===== src/rtl/bf_pkg.sv =====
// Shared definitions for the Brainfuck core: opcodes, FSM state codes, decoded-op struct.
// Optional halt-on-NUL behaviour is enabled with the BF_CORE_HALT_EN macro.
package bf_pkg;

    localparam int BF_ADDR_W  = 9;
    localparam int BF_DATA_W  = 8;
    localparam int BF_DEPTH_W = 8;

    localparam logic [BF_DATA_W-1:0] OP_INC   = 8'h2B;
    localparam logic [BF_DATA_W-1:0] OP_DEC   = 8'h2D;
    localparam logic [BF_DATA_W-1:0] OP_RIGHT = 8'h3E;
    localparam logic [BF_DATA_W-1:0] OP_LEFT  = 8'h3C;
    localparam logic [BF_DATA_W-1:0] OP_LOOP  = 8'h5B;
    localparam logic [BF_DATA_W-1:0] OP_END   = 8'h5D;
    localparam logic [BF_DATA_W-1:0] OP_OUT   = 8'h2E;
    localparam logic [BF_DATA_W-1:0] OP_IN    = 8'h2C;
    localparam logic [BF_DATA_W-1:0] OP_NUL   = 8'h00;

    typedef enum logic [3:0] {
        ST_FETCH  = 4'd0,
        ST_EXEC   = 4'd1,
        ST_SFWD_F = 4'd2,
        ST_SFWD   = 4'd3,
        ST_SBWD_F = 4'd4,
        ST_SBWD   = 4'd5,
        ST_HALT   = 4'd6
    } bf_state_e;

    typedef struct packed {
        logic inc;
        logic dec;
        logic right;
        logic left;
        logic open;
        logic close;
        logic nul;
    } bf_op_t;

endpackage


===== src/rtl/bf_if.sv =====
// Memory-side bundle of the core: code ROM port and tape RAM port.
interface bf_if #(
    parameter int ADDR_W = bf_pkg::BF_ADDR_W,
    parameter int DATA_W = bf_pkg::BF_DATA_W
);
    logic [ADDR_W-1:0] addr_code;
    logic [DATA_W-1:0] code_in;
    logic [ADDR_W-1:0] addr_array;
    logic [DATA_W-1:0] data_in;
    logic [DATA_W-1:0] data_out;
    logic              write_rq;

    modport master (
        output addr_code, addr_array, data_out, write_rq,
        input  code_in, data_in
    );

    modport slave (
        input  addr_code, addr_array, data_out, write_rq,
        output code_in, data_in
    );
endinterface


===== src/rtl/bf_decode.sv =====
// Opcode classifier: maps one code byte to a one-hot op vector; all-zero means no-op.
module bf_decode
    import bf_pkg::*;
(
    input  logic [BF_DATA_W-1:0] i_code,
    output bf_op_t               o_op
);

    // Classify the fetched byte
    always_comb begin
        o_op = '0;
        case (i_code)
            OP_INC:   o_op.inc   = 1'b1;
            OP_DEC:   o_op.dec   = 1'b1;
            OP_RIGHT: o_op.right = 1'b1;
            OP_LEFT:  o_op.left  = 1'b1;
            OP_LOOP:  o_op.open  = 1'b1;
            OP_END:   o_op.close = 1'b1;
            OP_NUL:   o_op.nul   = 1'b1;
            OP_OUT:   o_op       = '0;
            OP_IN:    o_op       = '0;
            default:  o_op       = '0;
        endcase
    end

endmodule


===== src/rtl/brainfuck_core.sv =====
// Brainfuck interpreter core: fetch/execute FSM with bracket scanning over a synchronous code ROM.
// Define BF_CORE_HALT_EN to make a 0x00 opcode stop execution until reset.
module brainfuck_core
    import bf_pkg::*;
#(
    parameter int ADDR_W  = BF_ADDR_W,
    parameter int DATA_W  = BF_DATA_W,
    parameter int DEPTH_W = BF_DEPTH_W
) (
    input  logic       clk,
    input  logic       reset,
    bf_if.master       bus,
    output logic [3:0] probe
);

    localparam logic [ADDR_W-1:0]  PC_ONE    = ADDR_W'(1'b1);
    localparam logic [DATA_W-1:0]  DATA_ONE  = DATA_W'(1'b1);
    localparam logic [DEPTH_W-1:0] DEPTH_ONE = DEPTH_W'(1'b1);

    bf_state_e          r_state, w_state_nxt;
    logic [ADDR_W-1:0]  r_pc, w_pc_nxt;
    logic [ADDR_W-1:0]  r_ptr, w_ptr_nxt;
    logic [DEPTH_W-1:0] r_depth, w_depth_nxt;
    logic [DATA_W-1:0]  w_data_out;
    logic               w_write_rq;
    logic               w_cell_zero;
    bf_op_t             w_op;

    bf_decode u_decode (
        .i_code (bus.code_in),
        .o_op   (w_op)
    );

    assign w_cell_zero = (bus.data_in == {DATA_W{1'b0}});

    // Next-state, register updates and RAM strobe
    always_comb begin
        w_state_nxt = r_state;
        w_pc_nxt    = r_pc;
        w_ptr_nxt   = r_ptr;
        w_depth_nxt = r_depth;
        w_write_rq  = 1'b0;
        w_data_out  = bus.data_in;
        case (r_state)
            ST_FETCH: w_state_nxt = ST_EXEC;
            ST_EXEC: begin
                w_state_nxt = ST_FETCH;
                w_pc_nxt    = r_pc + PC_ONE;
                if (w_op.inc) begin
                    w_write_rq = 1'b1;
                    w_data_out = bus.data_in + DATA_ONE;
                end else if (w_op.dec) begin
                    w_write_rq = 1'b1;
                    w_data_out = bus.data_in - DATA_ONE;
                end else if (w_op.right) begin
                    w_ptr_nxt = r_ptr + PC_ONE;
                end else if (w_op.left) begin
                    w_ptr_nxt = r_ptr - PC_ONE;
                end else if (w_op.open) begin
                    if (w_cell_zero) begin
                        w_depth_nxt = DEPTH_ONE;
                        w_state_nxt = ST_SFWD_F;
                    end else begin
                        w_state_nxt = ST_FETCH;
                    end
                end else if (w_op.close) begin
                    // Backward scan starts on the instruction just before the ']'
                    if (!w_cell_zero) begin
                        w_depth_nxt = DEPTH_ONE;
                        w_pc_nxt    = r_pc - PC_ONE;
                        w_state_nxt = ST_SBWD_F;
                    end else begin
                        w_state_nxt = ST_FETCH;
                    end
                end else if (w_op.nul) begin
`ifdef BF_CORE_HALT_EN
                    w_pc_nxt    = r_pc;
                    w_state_nxt = ST_HALT;
`else
                    w_state_nxt = ST_FETCH;
`endif
                end else begin
                    w_state_nxt = ST_FETCH;
                end
            end
            ST_SFWD_F: w_state_nxt = ST_SFWD;
            ST_SFWD: begin
                if (w_op.open) begin
                    w_depth_nxt = r_depth + DEPTH_ONE;
                end else if (w_op.close) begin
                    w_depth_nxt = r_depth - DEPTH_ONE;
                end else begin
                    w_depth_nxt = r_depth;
                end
                w_pc_nxt = r_pc + PC_ONE;
                if (w_depth_nxt == {DEPTH_W{1'b0}}) begin
                    w_state_nxt = ST_FETCH;
                end else begin
                    w_state_nxt = ST_SFWD_F;
                end
            end
            ST_SBWD_F: w_state_nxt = ST_SBWD;
            ST_SBWD: begin
                if (w_op.close) begin
                    w_depth_nxt = r_depth + DEPTH_ONE;
                end else if (w_op.open) begin
                    w_depth_nxt = r_depth - DEPTH_ONE;
                end else begin
                    w_depth_nxt = r_depth;
                end
                if (w_depth_nxt == {DEPTH_W{1'b0}}) begin
                    w_pc_nxt    = r_pc + PC_ONE;
                    w_state_nxt = ST_FETCH;
                end else begin
                    w_pc_nxt    = r_pc - PC_ONE;
                    w_state_nxt = ST_SBWD_F;
                end
            end
            ST_HALT: w_state_nxt = ST_HALT;
            default: w_state_nxt = ST_FETCH;
        endcase
    end

    // State, PC, tape pointer and nesting depth registers
    always_ff @(posedge clk) begin
        if (!reset) begin
            r_state <= ST_FETCH;
            r_pc    <= {ADDR_W{1'b0}};
            r_ptr   <= {ADDR_W{1'b0}};
            r_depth <= {DEPTH_W{1'b0}};
        end else begin
            r_state <= w_state_nxt;
            r_pc    <= w_pc_nxt;
            r_ptr   <= w_ptr_nxt;
            r_depth <= w_depth_nxt;
        end
    end

    assign bus.addr_code  = r_pc;
    assign bus.addr_array = r_ptr;
    assign bus.data_out   = w_data_out;
    assign bus.write_rq   = w_write_rq;
    assign probe          = r_state;

endmodule


===== src/flat_wrapper.sv =====
// flat-port wrapper written by rule: the top's interface ports become plain ports
module brainfuck_core_flat import bf_pkg::*;
#(
    parameter int ADDR_W  = BF_ADDR_W,
    parameter int DATA_W  = BF_DATA_W,
    parameter int DEPTH_W = BF_DEPTH_W
)
  (clk, reset, probe, bus_addr_code, bus_addr_array, bus_data_out, bus_write_rq, bus_code_in, bus_data_in);
  bf_if #(.ADDR_W(ADDR_W), .DATA_W(DATA_W)) bus_i ();
  input  logic clk;
  input  logic reset;
  output logic [3:0] probe;
  output wire logic [$bits(bus_i.addr_code)-1:0] bus_addr_code;
  output wire logic [$bits(bus_i.addr_array)-1:0] bus_addr_array;
  output wire logic [$bits(bus_i.data_out)-1:0] bus_data_out;
  output wire logic [$bits(bus_i.write_rq)-1:0] bus_write_rq;
  input wire logic [$bits(bus_i.code_in)-1:0] bus_code_in;
  input wire logic [$bits(bus_i.data_in)-1:0] bus_data_in;
  assign bus_addr_code = bus_i.addr_code;
  assign bus_addr_array = bus_i.addr_array;
  assign bus_data_out = bus_i.data_out;
  assign bus_write_rq = bus_i.write_rq;
  assign bus_i.code_in = bus_code_in;
  assign bus_i.data_in = bus_data_in;
  brainfuck_core #(.ADDR_W(ADDR_W), .DATA_W(DATA_W), .DEPTH_W(DEPTH_W)) u_core (.clk(clk), .reset(reset), .bus(bus_i), .probe(probe));
endmodule

===== config.mk =====
export PLATFORM = sky130hd
export DESIGN_NAME = brainfuck_core_flat
export DESIGN_NICKNAME = d
export VERILOG_FILES = /design/src/rtl/bf_pkg.sv /design/src/rtl/bf_if.sv /design/src/rtl/bf_decode.sv /design/src/rtl/brainfuck_core.sv /design/src/flat_wrapper.sv
export SDC_FILE = /design/constraint.sdc
export NUM_CORES = 1
export LEC_CHECK = 0
export CORE_MARGIN = 2
export CORE_UTILIZATION = 28
export CTS_CLUSTER_SIZE = 24
export DETAILED_ROUTE_END_ITERATION = 8
export DONT_BUFFER_PORTS = 1
export GPL_TIMING_DRIVEN = 1
export PLACE_DENSITY = 0.38
export SLEW_MARGIN = 20
export SYNTH_ARGS = -nofsm -noshare
export SYNTH_HDL_FRONTEND = slang
export SYNTH_SLANG_ARGS = --single-unit
export TNS_END_PERCENT = 1

===== constraint.sdc =====
create_clock -name clk -period 7.8 [get_ports clk]
set_input_delay 1.56 -clock clk [delete_from_list [all_inputs] [get_ports clk]]
set_output_delay 1.56 -clock clk [all_outputs]
set_load 0.01 [all_outputs]

==> impl_metrics.py <==
metrics = {
    "synth": {
        "syn_area_um2": 2800,
        "synth_seq_cells": 29,
        "synthCells": 378,
        "ys_seq_area_frac": 0.207,
        "synth_cell_types": 65,
        "async_flop_share": 0,
        "synth_largest_area_cell": "dfxtp_1",
        "yosysWarnings": 0,
        "yosys.area.top_type_share": 0.207,
        "syn_nets": 410,
        "synth_ff_type": "dfxtp_1",
        "avgSynthCellArea_um2": 7.40,
        "synth-edff-count": 0,
        "synth_area_leaders": "dfxtp_1 21%, nor2_1 5.9%, ha_1 5.8%",
    },
    "clocking": {
        "cts_max_level": 2,
        "cts_resized": 0,
        "clock_sinks": 29,
        "ctsLongestPathBuffers": 2,
        "path_clk_slew_ns": 0.07,
        "cts_setup_buffers": 0,
        "clock_latency_ns": 0.29,
        "root_buffer": "clkbuf_8",
        "cts_buffers": 5,
        "cts_tree": "yes",
        "cts_hold_buf": 0,
    },
    "place": {
        "dp_worst_setup_slack_ns": 2.65,
        "hpwl_um": 6190,
        "portBuffers": 0,
        "gp_congestion": 0.862,
    },
    "die": {
        "start_util": 0.288,
        "core.rowCount": 36,
        "coreArea_um2": 9730,
        "die-area_um2": 10800,
        "die_y_um": 104,
        "num_io_pins": 49,
        "die_w_um": 104,
    },
    "detailed_routing": {
        "drt_drc_violations_left": 0,
        "drt-vias-per-instance": 5.45,
        "via_count": 2715,
        "dr.pass1.iters": 4,
        "routedWlPerCell_um": 16.8,
        "routed_wl_um": 8380,
        "drt_iter0_drc": 152,
        "antenna_left": 0,
    },
    "worst_hold_path": {
        "min_from": "u_core.bus.addr_array[8]",
        "hold_depth": 2,
        "hold_path.class": "reg2reg",
        "hold_end": "u_core.bus.addr_array[8]",
    },
    "setup_path": {
        "critPathKind": "in2out",
        "start_kind": "primary input",
        "required_ns": 6.24,
        "crit_path_max_fanout": 10,
        "r2r_start": "u_core.r_depth[0]",
        "ff2ff_setup_slack_ns": 4.63,
        "setup.worst_path.end_class": "primary output",
        "reg2reg_to": "u_core.bus.addr_code[2]",
        "worst-r2r-cell-count": 10,
        "cp.arrival_ns": 3.60,
    },
    "sta": {
        "skew_ns": 0.00858,
        "rsz0062_at_grt": "no",
        "tightest_slew_ns": 0.915,
        "fin_ws_ns": 2.64,
        "slew_headroom": 0.381,
        "fmax_mhz": 194,
        "finalSetupViolations": 0,
        "fin_crit_sh": 0.661,
        "final.setup.tns_ns": 0,
        "slew_violations": 0,
        "fin_crit_ns": 5.16,
        "hold_viol": 0,
    },
    "final_layout": {
        "areaGrowthSynthToFinish_pct": 5.50,
        "nets": 396,
        "drive_gt1_frac": 0.0630,
        "diodes": 0,
    },
    "pwr": {
        "switchingPower_uw": 93.8,
        "p_comb_frac": 0.119,
        "swShare": 0.293,
        "p_seq_frac": 0.481,
        "leakagePower_nw": 1.10,
        "intPower_uw": 226,
        "peakVddDrop_uv": 58.7,
        "power_density_nw_per_um2": 108,
        "pwr-share-clk": 0.399,
    },
    "status": {
        "status": "finished clean",
    },
    "global_route": {
        "grt_pass1_wl_um": 13800,
        "antenna_found_initial": 0,
        "grt_usage": 0.157,
        "gr-total-overflow": 0,
        "grt_max_degree": 22,
        "grt_pass1_vias": 2631,
    },
    "job": {
        "maxCapViolations": 0,
    },
}
-- cells in the mapped netlist, types with 3 or more instances --
library cell	count
and2_1	3
nor4_1	4
ha_1	13
inv_1	14
clkbuf_1	11
nand2_1	40
a31oi_1	4
nor3_1	12
nor2b_1	3
a21o_1	3
a22oi_1	4
o221a_2	5
nand2b_1	8
nand4_1	5
mux2i_1	16
or4_1	3
buf_2	6
nor4b_1	3
a21oi_1	27
or3_1	5
o22ai_1	5
nand4b_1	3
xnor2_1	15
or2_2	4
nor2_1	44
o211ai_1	3
nand3_1	14
o21ai_0	10
o21bai_1	5
and3_1	3
dfxtp_1	29
nor3b_1	3
xor2_1	11
-- worst max-delay path by stage --
| stage | from | to | slack, ns | cells past startpoint |
|---|---|---|---|---|
| after floorplan | bus_code_in[2] | bus_data_out[7] | 2.94 | 8 |
| after global placement | bus_code_in[2] | bus_data_out[7] | 2.71 | 7 |
| after detailed placement | bus_code_in[2] | bus_data_out[7] | 2.65 | 7 |
| after CTS | bus_code_in[2] | bus_data_out[7] | 2.65 | 7 |
| after global routing | bus_code_in[2] | bus_data_out[7] | 2.28 | 7 |
| final | bus_code_in[2] | bus_data_out[7] | 2.64 | 7 |
-- sequential cells by signal (all words and copies together) (netlist names) --
register,cells
u_core.bus.addr_code,9
u_core.probe,3
u_core.r_depth,8
u_core.bus.addr_array,9
-- critical path: stages --
cell and delay [ns]:
nand4b_1 0.40, nor3_1 0.66, nand4_1 0.20, o21ai_0 0.18
o211ai_1 0.16, nor2_1 0.17, xor2_1 0.26
-- area by class of cell --
class | count | area [um^2]
inverters | 14 | 52.6
clock buffers | 5 | 68.8
clock inverters | 3 | 17.5
well taps | 133 | 166
repair buffers | 1 | 7.51
flip-flops and latches | 29 | 581
fillers | 1093 | 6780
multi-input cells | 313 | 2060
-- cell families after synthesis --
group,share of synthesized area
AND/OR/NAND/NOR,0.308
AO/OA/AOI/OAI,0.223
buffers and inverters,0.0568
flip-flops,0.207
XOR/XNOR,0.0814
multiplexers,0.0572
adder cells (fa/ha/maj),0.0653
other,0.00134
-- routing by layer --
metal / up-vias / GRT usage / routed length, um
li1: 1347 / - / -
met1: 1272 / 0.207 / 3820
met2: 85 / 0.249 / 3690
met3: 11 / 0.0457 / 739
met4: 0 / 0.0454 / 137
met5: - / 0 / 0
-- power by group through the flow --
stage / combinational [mW] / sequential [mW] / clock [mW]
final: 0.0382 / 0.154 / 0.128
after global routing: 0.0432 / 0.155 / 0.139
after CTS: 0.0386 / 0.154 / 0.135
after detailed placement: 0.0383 / 0.158 / 0
after global placement: 0.0385 / 0.158 / 0
after floorplan: 0.0345 / 0.156 / 0
-- cell usage in the layout, fill, tap and decap left out, types with 4 or more instances in the layout --
cell      instances
nor2_1           44
nand2_1          40
dfxtp_1          29
a21oi_1          27
mux2i_1          16
xnor2_1          15
inv_1            14
nand3_1          14
ha_1             13
nor3_1           12
xor2_1           11
o21ai_0          10
nand2b_1          8
nand4_1           5
or3_1             5
o221a_2           5
o21bai_1          5
o22ai_1           5
clkbuf_8          5
a31oi_1           4
or2_2             4
a22oi_1           4
nor4_1            4
-- stage by stage --
| step | utilization | hold WS (ns) | instance area (um^2) | std cells | total power [mW] |
|---|---|---|---|---|---|
| after CTS | 0.303 | 0.549 | 2950 | 498 | 0.328 |
| after global routing | 0.303 | 0.567 | 2950 | 498 | 0.336 |
| final | 0.303 | 0.537 | 2950 | 498 | 0.320 |
| after global placement | 0.295 | 0.525 | 2870 | 490 | 0.196 |
| after detailed placement | 0.295 | 0.535 | 2870 | 490 | 0.196 |
| after floorplan | - | 0.490 | 2800 | 378 | 0.190 |
No activity file was read; power rests on OpenSTA's default activity.
==> RTL edit: new RTL, same flow settings <==
Reset style: asynchronous (`reset`), changed in one clocked block.
--- a/src/rtl/brainfuck_core.sv
+++ b/src/rtl/brainfuck_core.sv
@@ -122,7 +122,7 @@
     end
 
     // State, PC, tape pointer and nesting depth registers
-    always_ff @(posedge clk) begin
+    always_ff @(posedge clk or negedge reset) begin
         if (!reset) begin
             r_state <= ST_FETCH;
             r_pc    <= {ADDR_W{1'b0}};
Formal check against the unedited RTL: differs if reset is asserted again (counterexample within 4 cycles, from zero or initial values and one cycle with reset low); with reset held inactive, the same outputs for 10 cycles.
==> RTL edit against the original RTL <==
- non-clock buffer count shrank 1
- highest routed layer unchanged
- design area grew 3.2%
- count of clock-buffer cells in the layout up 2
- wire length rose by 0.26%
- setup slack worse by 0.036 ns
- synthesized area increased by 3.1%
- sequential cell count is the same
Power is not compared: it rests on default switching activity, and its combinational part moved more than twofold at a synthesized area within 25%.
==> RTL edit: results (changes against the original RTL) <==
Sequential share of the synthesized area = 0.252 (+0.0441)
End of the critical path = bus_data_out[7]
VDD IR-drop max = 48.7 uV
Non-filler cells, final = 480 (-3.6%)
Post-synth ARST share = 1.00 (+1.00)
Largest cells by area after synthesis = dfrtp_1 (25%), ha_1 (5.6%), xnor2_1 (5.5%)
Post-CTS resize count = 0 (unchanged)
Leakage power = 0.00118 uW
GPL Wtd Cong = 0.808 (-6.3%)
R2r endpoint = u_core.bus.addr_code[6]
FF-to-FF path depth = 9 (-1)
Slowest cell on the critical path = nor3_2
Worst rel slew slack = 0.378 (-0.00353)
Nets = 376 (-5.1%)
Routed via count = 2,615 (-3.7%)
Critical Path Fanout Max = 12 (+2)
Number of synthesized flops with an enable pin = 0 (unchanged)
Max Slew Vio Count = 0 (unchanged)
Initial antenna violation count = 0 (unchanged)
Diodes inserted = 0 (unchanged)
WL final = 8410 um (+0.26%)
YS warnings = 0 (unchanged)
IO buf count = 0 (unchanged)
CTS root buf = clkbuf_8
Clock buffer depth = 2 (unchanged)
Synthesized area per cell = 8.08 sq um (+9.1%)
Crit. Startpoint = bus_code_in[2]
Placed cell count = 473 (-3.5%)
First-pass GRT wire length = 13,700 um (-0.65%)
Clock slew at reported path FFs = 0.07 ns (about the same)
Largest net degree at the start of global routing = 30 (+36%)
Yosys cell types = 68 (+4.6%)
Post-CTS Setup Inserts = 0 (unchanged)
Crit-path max cell delay = 0.64 ns (-0.02 ns)
Final HPWL DP = 6310 um (+2.0%)
Worst r2r src = u_core.r_depth[0]
Iter 0 DRT Violations = 167 (+9.9%)
FF-to-FF setup slack = 4.94 ns (+0.31 ns)
Status = completed
Worst EP arrival = 3.63 ns (+0.03 ns)
Worst Skew = 0.00843 ns (-0.000149 ns)
Mapped Nets = 389 (-5.1%)
DP Area = 2960 sq um (+3.1%)
Most frequent cells after synthesis = nand2_1 (37), nor2_1 (36), dfrtp_1 (29)
Share of layout cells above drive strength 1 = 0.0581 (-0.00487)
Initial DRT Pass Iterations = 4 (unchanged)
GRT Overall Usage = 0.155 (-0.00169)
CTS Buf Count = 5 (unchanged)
[RTL edit: how the worst min path moves through the flow]
stage                                         from                        to  slack, ns  depth (start not counted)
after floorplan           u_core.bus.addr_array[8]  u_core.bus.addr_array[8]       0.50                          1
after global placement     u_core.bus.addr_code[8]   u_core.bus.addr_code[8]       0.52                          1
after detailed placement   u_core.bus.addr_code[8]   u_core.bus.addr_code[8]       0.52                          1
after CTS                  u_core.bus.addr_code[8]   u_core.bus.addr_code[8]       0.53                          1
after global routing      u_core.bus.addr_array[8]  u_core.bus.addr_array[8]       0.55                          1
final                      u_core.bus.addr_code[8]   u_core.bus.addr_code[8]       0.53                          1
[RTL edit: layout make-up]
type                       count  area (sq um)
clock buffer                   7          86.3
fill                        1106          7140
inverter                      14          52.6
multi-input combinational    294          2010
sequential                    29           726
tap                          136           170
[RTL edit: logic make-up after synthesis]
group           after synthesis  share of synthesized area
flops                        29                      0.252
buf+inv                      34                     0.0525
compound gates               90                      0.219
mux                          12                     0.0442
fa+ha+maj                    14                     0.0633
xor+xnor                     32                     0.0971
simple gates                145                      0.271
other cells                   1                    0.00130
[RTL edit: critical path, delay by kind of cell]
family,cells,cell delay (ns)
simple gates,4,1.61
xor+xnor,1,0.26
compound gates,1,0.18
[RTL edit: where the power goes]
part | internal [uW] | switching, uW
registers | 150 | 0.250
logic | 7.24 | 10.2
clock network | 70.2 | 66.7
total | 228 | 77.1
[RTL edit: stage by stage]
stage,util,worst slack [ns]
after floorplan,-,3.22
after global placement,0.290,2.26
after detailed placement,0.290,2.19
after CTS,0.299,2.20
after global routing,0.299,2.41
final,0.299,2.61
[RTL edit: routing by layer]
layer,wire (um),global-route usage
met1,3980,0.213
met2,3750,0.235
met3,432,0.0340
met4,238,0.0639
met5,0,0
